**src/rtl/overlay_pkg.sv**
```systemverilog
// Shared types and constants for the overlay frame controller.
// Mode encodings, blank-line marker, scan-line reset row and the plate edge bundle.
package overlay_pkg;

    typedef enum logic [1:0] {
        ModeOff  = 2'd0,
        ModeEdge = 2'd1,
        ModeScan = 2'd2,
        ModeAll  = 2'd3
    } mode_e;

    localparam logic [11:0] NO_LINE    = 12'hFFF;
    localparam logic [11:0] SCAN_RESET = 12'd130;

    typedef struct packed {
        logic [11:0] left;
        logic [11:0] right;
        logic [11:0] up;
        logic [11:0] down;
    } edges_t;

    localparam edges_t EDGES_BLANK = '{left: NO_LINE, right: NO_LINE, up: NO_LINE, down: NO_LINE};

    function automatic mode_e mode_next(input mode_e m);
        return mode_e'(m + 2'd1);
    endfunction

endpackage

```
**src/rtl/key_debounce.sv**
```systemverilog
// Push-button conditioner: two-flop synchroniser, stable-time counter and press pulse.
// A press is a 1->0 transition of the debounced (active-low) level.
module key_debounce #(
    parameter int unsigned DEB_CNT = 250000
) (
    input  logic clk,
    input  logic rst_n,
    input  logic key_i,
    output logic press_o
);

    localparam int unsigned CW = (DEB_CNT > 1) ? $clog2(DEB_CNT) : 1;

    logic          sync1_q, sync2_q;
    logic          level_q, level_d;
    logic          press_q, press_d;
    logic [CW-1:0] cnt_q, cnt_d;

    always_ff @(posedge clk or negedge rst_n) begin
        if (!rst_n) begin
            sync1_q <= 1'b1;
            sync2_q <= 1'b1;
            level_q <= 1'b1;
            press_q <= 1'b0;
            cnt_q   <= '0;
        end else begin
            sync1_q <= key_i;
            sync2_q <= sync1_q;
            level_q <= level_d;
            press_q <= press_d;
            cnt_q   <= cnt_d;
        end
    end

    // Counter runs only while the synchronised input disagrees with the accepted level.
    always_comb begin
        level_d = level_q;
        cnt_d   = '0;
        if (sync2_q != level_q) begin
            if (cnt_q == CW'(DEB_CNT - 1)) begin
                level_d = sync2_q;
            end else begin
                cnt_d = cnt_q + 1'b1;
            end
        end
        press_d = level_q & ~level_d;
    end

    assign press_o = press_q;

endmodule

```
**src/rtl/overlay_frame_ctrl.sv**
```systemverilog
// Frame-synchronous overlay controller: latches plate detections per frame, qualifies the
// recognised digit over several frames, blanks on loss, and handles mode/scan-line keys.
module overlay_frame_ctrl
    import overlay_pkg::*;
#(
    parameter int unsigned DEB_CNT       = 250000,
    parameter int unsigned STABLE_FRAMES = 3,
    parameter int unsigned LOST_FRAMES   = 8,
    parameter int unsigned SCAN_STEP     = 4,
    parameter int unsigned V_ACT         = 272
) (
    input  logic        clk,
    input  logic        rst_n,
    input  logic        i_vs,
    input  logic [2:0]  key,
    input  logic        det_valid,
    input  logic [3:0]  det_digit,
    input  logic [11:0] det_left,
    input  logic [11:0] det_right,
    input  logic [11:0] det_up,
    input  logic [11:0] det_down,
    output logic [11:0] o_edge_left,
    output logic [11:0] o_edge_right,
    output logic [11:0] o_edge_up,
    output logic [11:0] o_edge_down,
    output logic [3:0]  o_reco_digital,
    output logic        o_digit_valid,
    output logic [11:0] o_y_scanf,
    output logic        o_scan_en,
    output logic [1:0]  o_mode,
    output logic        o_frame_tick
);

    localparam int unsigned LW = $clog2(LOST_FRAMES + 1);
    localparam int unsigned SW = $clog2(STABLE_FRAMES + 1);

    logic [2:0] press;

    for (genvar i = 0; i < 3; i++) begin : g_key
        key_debounce #(
            .DEB_CNT (DEB_CNT)
        ) u_key_debounce (
            .clk     (clk),
            .rst_n   (rst_n),
            .key_i   (key[i]),
            .press_o (press[i])
        );
    end

    logic          vs_q;
    logic          tick_q, tick_d;
    mode_e         mode_q, mode_d;
    logic [11:0]   scan_pend_q, scan_pend_d;
    logic [11:0]   y_scan_q, y_scan_d;
    edges_t        pend_q, pend_d;
    logic [3:0]    pend_digit_q, pend_digit_d;
    logic          seen_q, seen_d;
    edges_t        edges_q, edges_d;
    logic [3:0]    cand_q, cand_d;
    logic [SW-1:0] stable_q, stable_d;
    logic [LW-1:0] lost_q, lost_d;
    logic [3:0]    reco_q, reco_d;
    logic          dvalid_q, dvalid_d;
    logic [12:0]   scan_up;

    always_ff @(posedge clk or negedge rst_n) begin
        if (!rst_n) begin
            vs_q         <= 1'b0;
            tick_q       <= 1'b0;
            mode_q       <= ModeAll;
            scan_pend_q  <= SCAN_RESET;
            y_scan_q     <= SCAN_RESET;
            pend_q       <= '0;
            pend_digit_q <= '0;
            seen_q       <= 1'b0;
            edges_q      <= EDGES_BLANK;
            cand_q       <= '0;
            stable_q     <= '0;
            lost_q       <= '0;
            reco_q       <= '0;
            dvalid_q     <= 1'b0;
        end else begin
            vs_q         <= i_vs;
            tick_q       <= tick_d;
            mode_q       <= mode_d;
            scan_pend_q  <= scan_pend_d;
            y_scan_q     <= y_scan_d;
            pend_q       <= pend_d;
            pend_digit_q <= pend_digit_d;
            seen_q       <= seen_d;
            edges_q      <= edges_d;
            cand_q       <= cand_d;
            stable_q     <= stable_d;
            lost_q       <= lost_d;
            reco_q       <= reco_d;
            dvalid_q     <= dvalid_d;
        end
    end

    always_comb begin
        tick_d       = i_vs & ~vs_q;
        mode_d       = press[0] ? mode_next(mode_q) : mode_q;
        scan_pend_d  = scan_pend_q;
        y_scan_d     = y_scan_q;
        pend_d       = pend_q;
        pend_digit_d = pend_digit_q;
        seen_d       = seen_q;
        edges_d      = edges_q;
        cand_d       = cand_q;
        stable_d     = stable_q;
        lost_d       = lost_q;
        reco_d       = reco_q;
        dvalid_d     = dvalid_q;
        scan_up      = {1'b0, scan_pend_q} + 13'(SCAN_STEP);

        if (press[2] && !press[1]) begin
            scan_pend_d = (scan_up > 13'(V_ACT - 2)) ? 12'(V_ACT - 2) : scan_up[11:0];
        end else if (press[1] && !press[2]) begin
            scan_pend_d = (scan_pend_q < 12'(SCAN_STEP + 1)) ? 12'd1
                                                              : scan_pend_q - 12'(SCAN_STEP);
        end

        if (tick_q) begin
            y_scan_d = scan_pend_q;
            seen_d   = 1'b0;
            if (seen_q) begin
                lost_d  = '0;
                edges_d = mode_q[0] ? pend_q : EDGES_BLANK;
                if (pend_digit_q == cand_q) begin
                    if (stable_q != SW'(STABLE_FRAMES)) begin
                        stable_d = stable_q + 1'b1;
                    end
                end else begin
                    cand_d   = pend_digit_q;
                    stable_d = SW'(1);
                end
                if (stable_d == SW'(STABLE_FRAMES)) begin
                    reco_d   = cand_d;
                    dvalid_d = 1'b1;
                end
            end else begin
                if (lost_q != LW'(LOST_FRAMES)) begin
                    lost_d = lost_q + 1'b1;
                end
                if (lost_d == LW'(LOST_FRAMES)) begin
                    edges_d  = EDGES_BLANK;
                    dvalid_d = 1'b0;
                    stable_d = '0;
                end
            end
            // Edge lines stay blank on every tick while edge overlay is disabled.
            if (!mode_q[0]) begin
                edges_d = EDGES_BLANK;
            end
        end

        // A detection coinciding with the tick becomes pending for the next frame.
        if (det_valid) begin
            pend_d       = '{left: det_left, right: det_right, up: det_up, down: det_down};
            pend_digit_d = det_digit;
            seen_d       = 1'b1;
        end
    end

    assign o_edge_left    = edges_q.left;
    assign o_edge_right   = edges_q.right;
    assign o_edge_up      = edges_q.up;
    assign o_edge_down    = edges_q.down;
    assign o_reco_digital = reco_q;
    assign o_digit_valid  = dvalid_q;
    assign o_y_scanf      = y_scan_q;
    assign o_scan_en      = mode_q[1];
    assign o_mode         = mode_q;
    assign o_frame_tick   = tick_q;

endmodule

```
**config.mk**
```make
export PLATFORM = sky130hd
export DESIGN_NAME = overlay_frame_ctrl
export DESIGN_NICKNAME = d
export VERILOG_FILES = /design/src/rtl/overlay_pkg.sv /design/src/rtl/key_debounce.sv /design/src/rtl/overlay_frame_ctrl.sv
export SDC_FILE = /design/constraint.sdc
export NUM_CORES = 1
export LEC_CHECK = 0
export CAP_MARGIN = 20
export CELL_PAD_IN_SITES_DETAIL_PLACEMENT = 0
export CELL_PAD_IN_SITES_GLOBAL_PLACEMENT = 1
export CORE_AREA = 2 2 150 152
export DETAILED_ROUTE_END_ITERATION = 10
export DIE_AREA = 0 0 152 154
export GPL_TIMING_DRIVEN = 0
export PLACE_DENSITY = 0.88
export SETUP_SLACK_MARGIN = 0.2
export SLEW_MARGIN = 20
export SYNTH_ARGS = -nofsm -noshare
export SYNTH_HDL_FRONTEND = slang
export SYNTH_HIERARCHICAL = 1
export SYNTH_SLANG_ARGS = --single-unit
```
**constraint.sdc**
```tcl
create_clock -name clk -period 3.84 [get_ports clk]
set_input_delay 0.384 -clock clk [delete_from_list [all_inputs] [get_ports clk]]
set_output_delay 0.384 -clock clk [all_outputs]
set_load 0.02 [all_outputs]
```
Word level (Yosys, flattened, before mapping)
Cells that the tools add are included.
{"block": "totals", "reg_bits": 210, "inputBits": 59, "out_inout_bits": 69}
{"block": "op_classes", "add_sub_neg": 8, "magnitude_cmp": 2, "n_eq_ne": 13, "n_mux": 35, "n_bitwise": 8, "reduce_logical": 12}
{"cell": "$mux 48", "n": 3}
{"cell": "$mux 18", "n": 6}
{"cell": "$add 18x1->18 const B", "n": 3}
{"cell": "$eq 18x18->1 const B", "n": 3}
{"cell": "$mux 12", "n": 4}
{"cell": "$mux 4", "n": 5}
{"cell": "$add 12x3->13 const B", "n": 1}
{"cell": "$gt 13x9->1 const B", "n": 1}
{"cell": "$lt 12x3->1 const B", "n": 1}
{"cell": "$mux 2", "n": 6}
{"cell": "$sub 12x3->12 const B", "n": 1}
{"cell": "$mux 1", "n": 11}
{"cell": "$reduce_and 2->1", "n": 3}
{"cell": "$reduce_and 3->1", "n": 2}
{"cell": "$reduce_bool 2->1", "n": 3}
{"cell": "$add 2x1->2 const B", "n": 2}
{"cell": "$add 4x1->4 const B", "n": 1}
{"cell": "$and 1x1->1", "n": 4}
{"cell": "$eq 4x4->1", "n": 1}
{"cell": "$eq 4x4->1 const B", "n": 1}
{"cell": "$ne 4x4->1 const B", "n": 1}
{"cell": "$not 1->1", "n": 4}
{"cell": "$ne 1x1->1", "n": 3}
{"cell": "$ne 3x1->1 const B", "n": 1}
{"cell": "5 further kinds", "n": 7}

Depth between registers and ports, before layout
Gate-level depths: netlist of run 1.
{"block": "logic_depth", "depth_word": 8, "mapped_depth": 9, "ltp_nobuf": 7}

Cells and area by module
Netlist of run 1, hierarchy kept.
{"module": "overlay_frame_ctrl", "n_inst": 1, "cells_each": 502, "area_per_inst_um2": 6453.7}
{"module": "key_debounce (g_key[0].u_key_debounce ...)", "n_inst": 2, "cells_each": 101, "area_per_inst_um2": 1067.3}
{"module": "key_debounce (g_key[2].u_key_debounce)", "n_inst": 1, "cells_each": 102, "area_per_inst_um2": 1067.3}

Worst setup path after synthesis of run 1
OpenSTA, ideal clock, no wires.
{"block": "synth_path", "path_kind": "flip-flop to flip-flop", "from": "register scan_pend_q[2]", "to": "register scan_pend_q[2]", "arrival_time_ps": 2134, "required_ps": 3714, "path_slack_ps": 1580, "path_stages_with_launch": 7, "path_buffers": 0, "path_cell_list": "dfrtp_1 > ha_1 > a211o_1 > or4_4 > a211oi_4 > a31oi_2 > a221o_1"}
{"block": "synth_between", "elab_chain_len": 4, "word_cells_on_any_way": 8, "cone_classes": "2 x add/sub; 2 x order compare; 4 x mux"}
{"item": "from (decl)", "line": "overlay_frame_ctrl.sv:53", "rtl": "logic [11:0] scan_pend_q, scan_pend_d;"}
{"item": "from (signal assigned)", "line": "overlay_frame_ctrl.sv:86", "rtl": "scan_pend_q <= scan_pend_d;"}
{"item": "$add 12x3->13, or another cell as far along", "line": "overlay_frame_ctrl.sv:114", "rtl": "scan_up = {1'b0, scan_pend_q} + 13'(SCAN_STEP);"}
{"item": "$gt 13x9->1 or $mux 12 (tied branches)", "line": "overlay_frame_ctrl.sv:117, overlay_frame_ctrl.sv:119"}
{"item": "$mux 12 (on tied branches)", "line": "overlay_frame_ctrl.sv:117, overlay_frame_ctrl.sv:118"}
{"item": "$mux 12 (*)", "line": "overlay_frame_ctrl.sv:116", "rtl": "if (press[2] && !press[1]) begin"}
Mark *: on every way between the ends. The rest lies on a longest branch, timed or not. The select of a mux whose other input is x is not followed.
A chain may end at the register's enable or synchronous reset.

Worst setup path after layout of run 1
Ends and elaborated chain as after synthesis.

==> flow_metrics.py, run 1 <==
metrics = {
    "sta": {
        "fin_crit_ps": 2570,
        "rsz0062_at_grt": "false",
        "setup_viol": 0,
        "setup_tns_ps": 0,
        "skew_ps": 9.59,
        "slew_viol_final": 0,
        "fmax_ghz": 0.389,
        "slew_headroom": 0.531,
        "worstMarginPinSlew_ps": 704,
        "hold_viol": 0,
        "fin_hold_ws_ps": 289,
        "period_share": 0.670,
        "fin_ws_ps": 1270,
    },
    "grt": {
        "grt_antenna_before_repair": 0,
        "grt_pass1_vias": 6875,
        "grt_pass1_wl_um": 36100,
        "grt_util_all_layers": 0.184,
        "grt_max_degree": 90,
        "overflow": 0,
    },
    "critical_path": {
        "cp.buffers_inverters": 0,
        "cp-start-kind": "flop",
        "worstRegToRegCells": 6,
        "slowest_delay_ps": 510,
        "crit_cells": 6,
        "worstSetupPathType": "reg2reg",
        "path_delay_family": "compound AO/OA/AOI/OAI gates",
        "crit_fanout": 10,
        "cp-end-kind": "flop",
        "crit_path_cell_trace": "ha_1 > a211o_1 > or4_4 > a211oi_4 > a31oi_2 > a221o_1",
        "crit_slowest_cell": "dfrtp_1",
        "cp.arrival_ps": 2960,
        "crit_required_ps": 4220,
    },
    "routing": {
        "maxUsedRoutingLayer": "met4",
        "first_iter_violations": 394,
        "antenna_left": 0,
        "wl_met1_um": 10400,
        "avgViaCountPerCell": 5.52,
        "first_pass_iters": 5,
        "routed_wl_um": 21700,
        "vias": 6939,
        "met3_length_um": 1050,
        "route.met2.wl_um": 9920,
        "post_drt_wl_per_cell_um": 17.3,
        "drc": 0,
    },
    "placed_design": {
        "dp_slack_ps": 1290,
        "hpwl_um": 14700,
        "placed_cells": 1214,
        "routabilityCongestion": 0.864,
        "place_area_um2": 11300,
        "io_buffer_count": 126,
    },
    "clock_network": {
        "numCtsBuffers": 23,
        "clkSinkCount": 210,
        "cts_tree": "yes",
        "clkTransAtPathRegs_ps": 60,
        "htree_levels": 1,
        "worstSkewPairLatency_ps": 500,
        "postCtsHoldBufs": 1,
        "cts_resized": 0,
        "clockBufferDepth": 3,
        "cts_setup_buffers": 0,
        "root_buffer": "clkbuf_16",
    },
    "die": {
        "die_area_um2": 23400,
        "dieWidth_um": 152,
        "core-area_um2": 21700,
        "fp-row-count": 54,
        "ios": 128,
        "initial_core_util": 0.445,
        "die_height_um": 154,
    },
    "cells_and_area": {
        "postLayoutCoreUtil": 0.556,
        "fillers": 1858,
        "multi_input_area_um2": 4030,
        "insertedDiodeCount": 0,
        "stdcell_count": 1256,
        "layout_commonest_cell": "dfrtp_1",
        "postLayoutCellArea_um2": 12100,
        "areaGrowthSynthToFinish_pct": 24.9,
        "fin_nets": 1029,
        "drive_gt1_frac": 0.214,
        "final_cell_mix": "147 x dfrtp_1, 125 x clkdlybuf4s50_1, 75 x mux2_2",
        "seqCellArea_um2": 5330,
    },
    "hold_path": {
        "holdPathStages": 1,
        "hold_class": "in2reg",
    },
    "run": {
        "maxCapViolations": 0,
    },
    "synth": {
        "synth.distinct_cells": 64,
        "yosysSeqAreaShare": 0.552,
        "postSynthCellCount": 806,
        "synthArstFlopShare": 1.00,
        "synth_top_cell_area_share": 0.381,
        "synth_edf_count": 0,
        "yosys.area.top_type": "dfrtp_1",
        "synth_area_um2": 9660,
        "synth-seq-cells": 210,
        "avgSynthCellArea_um2": 12.0,
        "ys_warn_count": 6,
        "yosys-top-cells-area": "dfrtp_1 38%, dfstp_2 17%, mux2_2 8.7%",
        "ys.flop_type": "dfrtp_1",
        "syn-num-nets": 875,
    },
    "pwr": {
        "swShare": 0.225,
        "pwr-share-comb": 0.072,
        "power_frac_clock": 0.438,
        "powerDensity_nw_per_um2": 399,
        "leakage_nw": 4.77,
        "p_int_mw": 3.73,
        "power_mw": 4.81,
        "ir_drop_mv": 0.275,
        "p_switching_mw": 1.08,
        "pwr-share-seq": 0.491,
    },
    "run_status": {
        "status": "complete, no violations",
    },
}
-- cells by family after synthesis --
kind of cell	synth area share
compound gates	0.0962
xor+xnor	0.0499
fa+ha+maj	0.0130
buf+inv	0.0303
flops	0.552
mux	0.0885
simple gates	0.170
-- final cells by class --
class	count	area share
Buffer	50	0.0184
Clock buffer	35	0.0548
Clock inverter	6	0.00488
Inverter	19	0.00592
Multi-Input combinational cell	527	0.334
Sequential cell	210	0.442
Tap cell	280	0.0291
Timing Repair Buffer	129	0.110
-- routing by layer --
layer	vias up	track usage
li1	3272	-
met1	3445	0.271
met2	195	0.292
met3	27	0.0285
met4	0	0.0383
met5	-	0
-- synthesized netlist by cell type, types with 3 or more instances --
cell type / n
a21oi_1: 12
a31oi_1: 4
and4_1: 4
buf_1: 7
buf_2: 6
buf_4: 3
clkbuf_1: 32
dfrtp_1: 147
dfstp_2: 63
ha_1: 10
inv_1: 18
mux2_2: 75
nand2_1: 34
nand2b_1: 4
nand3_1: 25
nand3_2: 3
nand4_1: 17
nand4b_1: 49
nor2_1: 65
nor2b_1: 3
nor3_1: 13
nor4_1: 21
o21ai_0: 23
o31a_1: 48
o31ai_1: 3
o41ai_4: 3
or3_1: 5
or4_1: 7
or4_4: 3
xnor2_1: 32
xor2_1: 23
-- power by group through the flow --
stage          clock, mW  combinational (mW)  sequential [mW]
3_5_place_dp           0               0.348             2.39
5_1_grt             2.25               0.380             2.37
6_report            2.11               0.344             2.36
3_3_place_gp           0               0.336             2.39
4_1_cts             2.16               0.351             2.36
2_1_floorplan          0               0.178             2.38
-- flip-flops by register name (all words and copies together) (netlist names), 12 cells and up --
| signal | cells |
|---|---|
| o_edge_down | 12 |
| o_edge_left | 12 |
| scan_pend_q | 12 |
| pend_q | 48 |
| o_edge_right | 12 |
| g_key.u_key_debounce/cnt_q | 54 |
| o_edge_up | 12 |
| o_y_scanf | 12 |
-- worst paths after layout --
| path | start | to | slack (ps) |
|---|---|---|---|
| hold / removal | key[0] | g_key[0].u_key_debounce/sync1_q | 290 |
| min in group asynchronous | rst_n | g_key[0].u_key_debounce/cnt_q[7] | 340 |
| max in group asynchronous | rst_n | o_edge_left[10] | 2720 |
| setup reg to reg | scan_pend_q[2] | scan_pend_q[2] | 1270 |
| setup / recovery | scan_pend_q[2] | scan_pend_q[2] | 1270 |
| hold reg to reg | g_key[1].u_key_debounce/sync1_q | g_key[1].u_key_debounce/sync2_q | 350 |
(Power assumes the default switching activity.)
==> run 2, diff against run 1 <==
- CORE_AREA: 2 2 150 152 -> 2 2 152 154
- DIE_AREA: 0 0 152 154 -> 0 0 154 156
- PLACE_DENSITY: 0.88 -> 0.86
- clock period: 3.84 -> 2.6 ns (I/O delays scaled with it)
==> flow_metrics.py, run 2 (synthesis gave the netlist of run 1 again) <==
metrics = {
    "cells_and_area": {
        "reg.largest.list": "g_key.u_key_debounce/cnt_q x54, pend_q x48",
        "largest_register_ffs": 54,
        "fin_nets": 1036,
        "layout_commonest_cell": "dfrtp_1",
        "postLayoutCellArea_um2": 12200,
        "insertedDiodeCount": 0,
        "areaGrowthSynthToFinish_pct": 25.9,
        "top_register": "g_key.u_key_debounce/cnt_q",
        "final_cell_mix": "145 x dfrtp_1, 125 x clkdlybuf4s50_1, 75 x mux2_2",
        "drive_gt1_frac": 0.228,
    },
    "critical_path": {
        "worstSetupPathType": "reg2reg",
        "slowest_delay_ps": 450,
        "cp-start-kind": "flop",
        "crit_fanout": 7,
        "path_delay_family": "compound AO/OA/AOI/OAI gates",
        "crit_slowest_cell": "dfrtp_2",
        "rr_startpoint": "scan_pend_q[2]",
        "cp-end-kind": "flop",
        "worstRegToRegCells": 6,
        "crit_required_ps": 2980,
        "r2r_end": "scan_pend_q[2]",
        "crit_path_cell_trace": "ha_2 > a211o_1 > or4_4 > a211oi_4 > a31oi_2 > a221o_1",
        "r2r_slack_ps": 270,
        "cp.arrival_ps": 2710,
        "cp.buffers_inverters": 0,
    },
    "clock_network": {
        "root_buffer": "clkbuf_16",
        "numCtsBuffers": 23,
        "cts_tree": "yes",
        "clkTransAtPathRegs_ps": 60,
        "clkSinkCount": 210,
        "htree_levels": 1,
        "clockBufferDepth": 3,
        "worstSkewPairLatency_ps": 510,
    },
    "sta": {
        "fin_hold_ws_ps": 163,
        "rsz0062_at_grt": "false",
        "fmax_ghz": 0.429,
        "skew_ps": 13.3,
        "period_share": 0.897,
        "hold_viol": 0,
        "fin_crit_ps": 2330,
        "slew_viol_final": 0,
        "slew_headroom": 0.520,
        "worstMarginPinSlew_ps": 720,
        "setup_viol": 0,
    },
    "grt": {
        "grt_max_degree": 99,
        "overflow": 0,
        "grt-busiest-layer": "met2",
        "grt_util_all_layers": 0.184,
        "use_met3": 0.0328,
        "grtUsageMet2": 0.292,
        "grt_pass1_vias": 6820,
        "gr-usage-met1": 0.265,
        "grt_antenna_before_repair": 0,
        "grt_pass1_wl_um": 36300,
    },
    "hold_path": {
        "hp-start": "key[1]",
        "holdPathStages": 1,
        "min_to": "g_key[1].u_key_debounce/sync1_q",
        "hold_class": "in2reg",
    },
    "routing": {
        "first_pass_iters": 7,
        "drc": 0,
        "routed_wl_um": 22000,
        "post_drt_wl_per_cell_um": 17.3,
        "antenna_left": 0,
        "vias": 6972,
        "first_iter_violations": 375,
        "avgViaCountPerCell": 5.49,
    },
    "die": {
        "fp-row-count": 55,
        "dieWidth_um": 154,
        "die_area_um2": 24000,
        "die_height_um": 156,
        "core-area_um2": 22400,
        "ios": 128,
        "initial_core_util": 0.432,
    },
    "pwr": {
        "ir_drop_mv": 0.354,
        "leakage_nw": 4.81,
        "powerDensity_nw_per_um2": 588,
    },
    "placed_design": {
        "routabilityCongestion": 0.829,
        "hpwl_um": 15000,
        "place_area_um2": 11300,
        "io_buffer_count": 126,
    },
    "run": {
        "maxCapViolations": 0,
    },
    "run_status": {
        "status": "complete, no violations",
    },
}
==> run 2: timing repair <==
item                       in CTS  in global routing
pin swaps                       1                  1
buffers inserted                2                  5
hold buffers                    1                  0
setup endpoints to repair      14                 28
gates resized for setup         1                  8
hold endpoints to repair       63                  0
==> run 2: worst max-delay path by stage <==
stage / slack, ps / start / endpoint / cells after the start
2_1_floorplan: 340 / scan_pend_q[2] / scan_pend_q[2] / 6
3_3_place_gp: -7580 / rst_n / g_key[0].u_key_debounce/cnt_q[3] / 1
3_5_place_dp: 70 / scan_pend_q[2] / scan_pend_q[2] / 6
4_1_cts: 170 / scan_pend_q[2] / scan_pend_q[2] / 6
5_1_grt: 200 / scan_pend_q[2] / scan_pend_q[2] / 6
6_report: 270 / scan_pend_q[2] / scan_pend_q[2] / 6
==> run 2: cell type report <==
class | instances | area (um^2)
clock buffer | 37 | 678
timing repair buffer | 136 | 1380
tap | 285 | 357
fill | 1916 | 10200
multi-input combinational | 527 | 4050
clock inverter | 5 | 53.8
sequential | 210 | 5340
buffer | 50 | 224
inverter | 19 | 71.3
==> run 2: power breakdown <==
part / total, mW / internal (mW) / switching (mW)
combinational: 0.508 / 0.255 / 0.253
clock: 3.16 / 1.88 / 1.28
sequential: 3.48 / 3.40 / 0.0751
total: 7.15 / 5.54 / 1.61
==> run 2: layer usage <==
metal	part of all wire	wire [um]
met2	0.46	10200
met4	0.017	364
met3	0.055	1210
met1	0.47	10200
met5	0	0
==> run 2: stage by stage <==
stage	worst slack (ps)	util	TNS [ps]	power (mW)	std cells
after CTS	166	0.541	0	7.24	1264
final	269	0.543	0	7.15	1269
after global placement	-7580	0.504	-1416090	4.02	1217
after global routing	204	0.543	0	7.45	1269
after detailed placement	68.4	0.507	0	4.05	1219
after floorplan	340	-	0	3.78	806
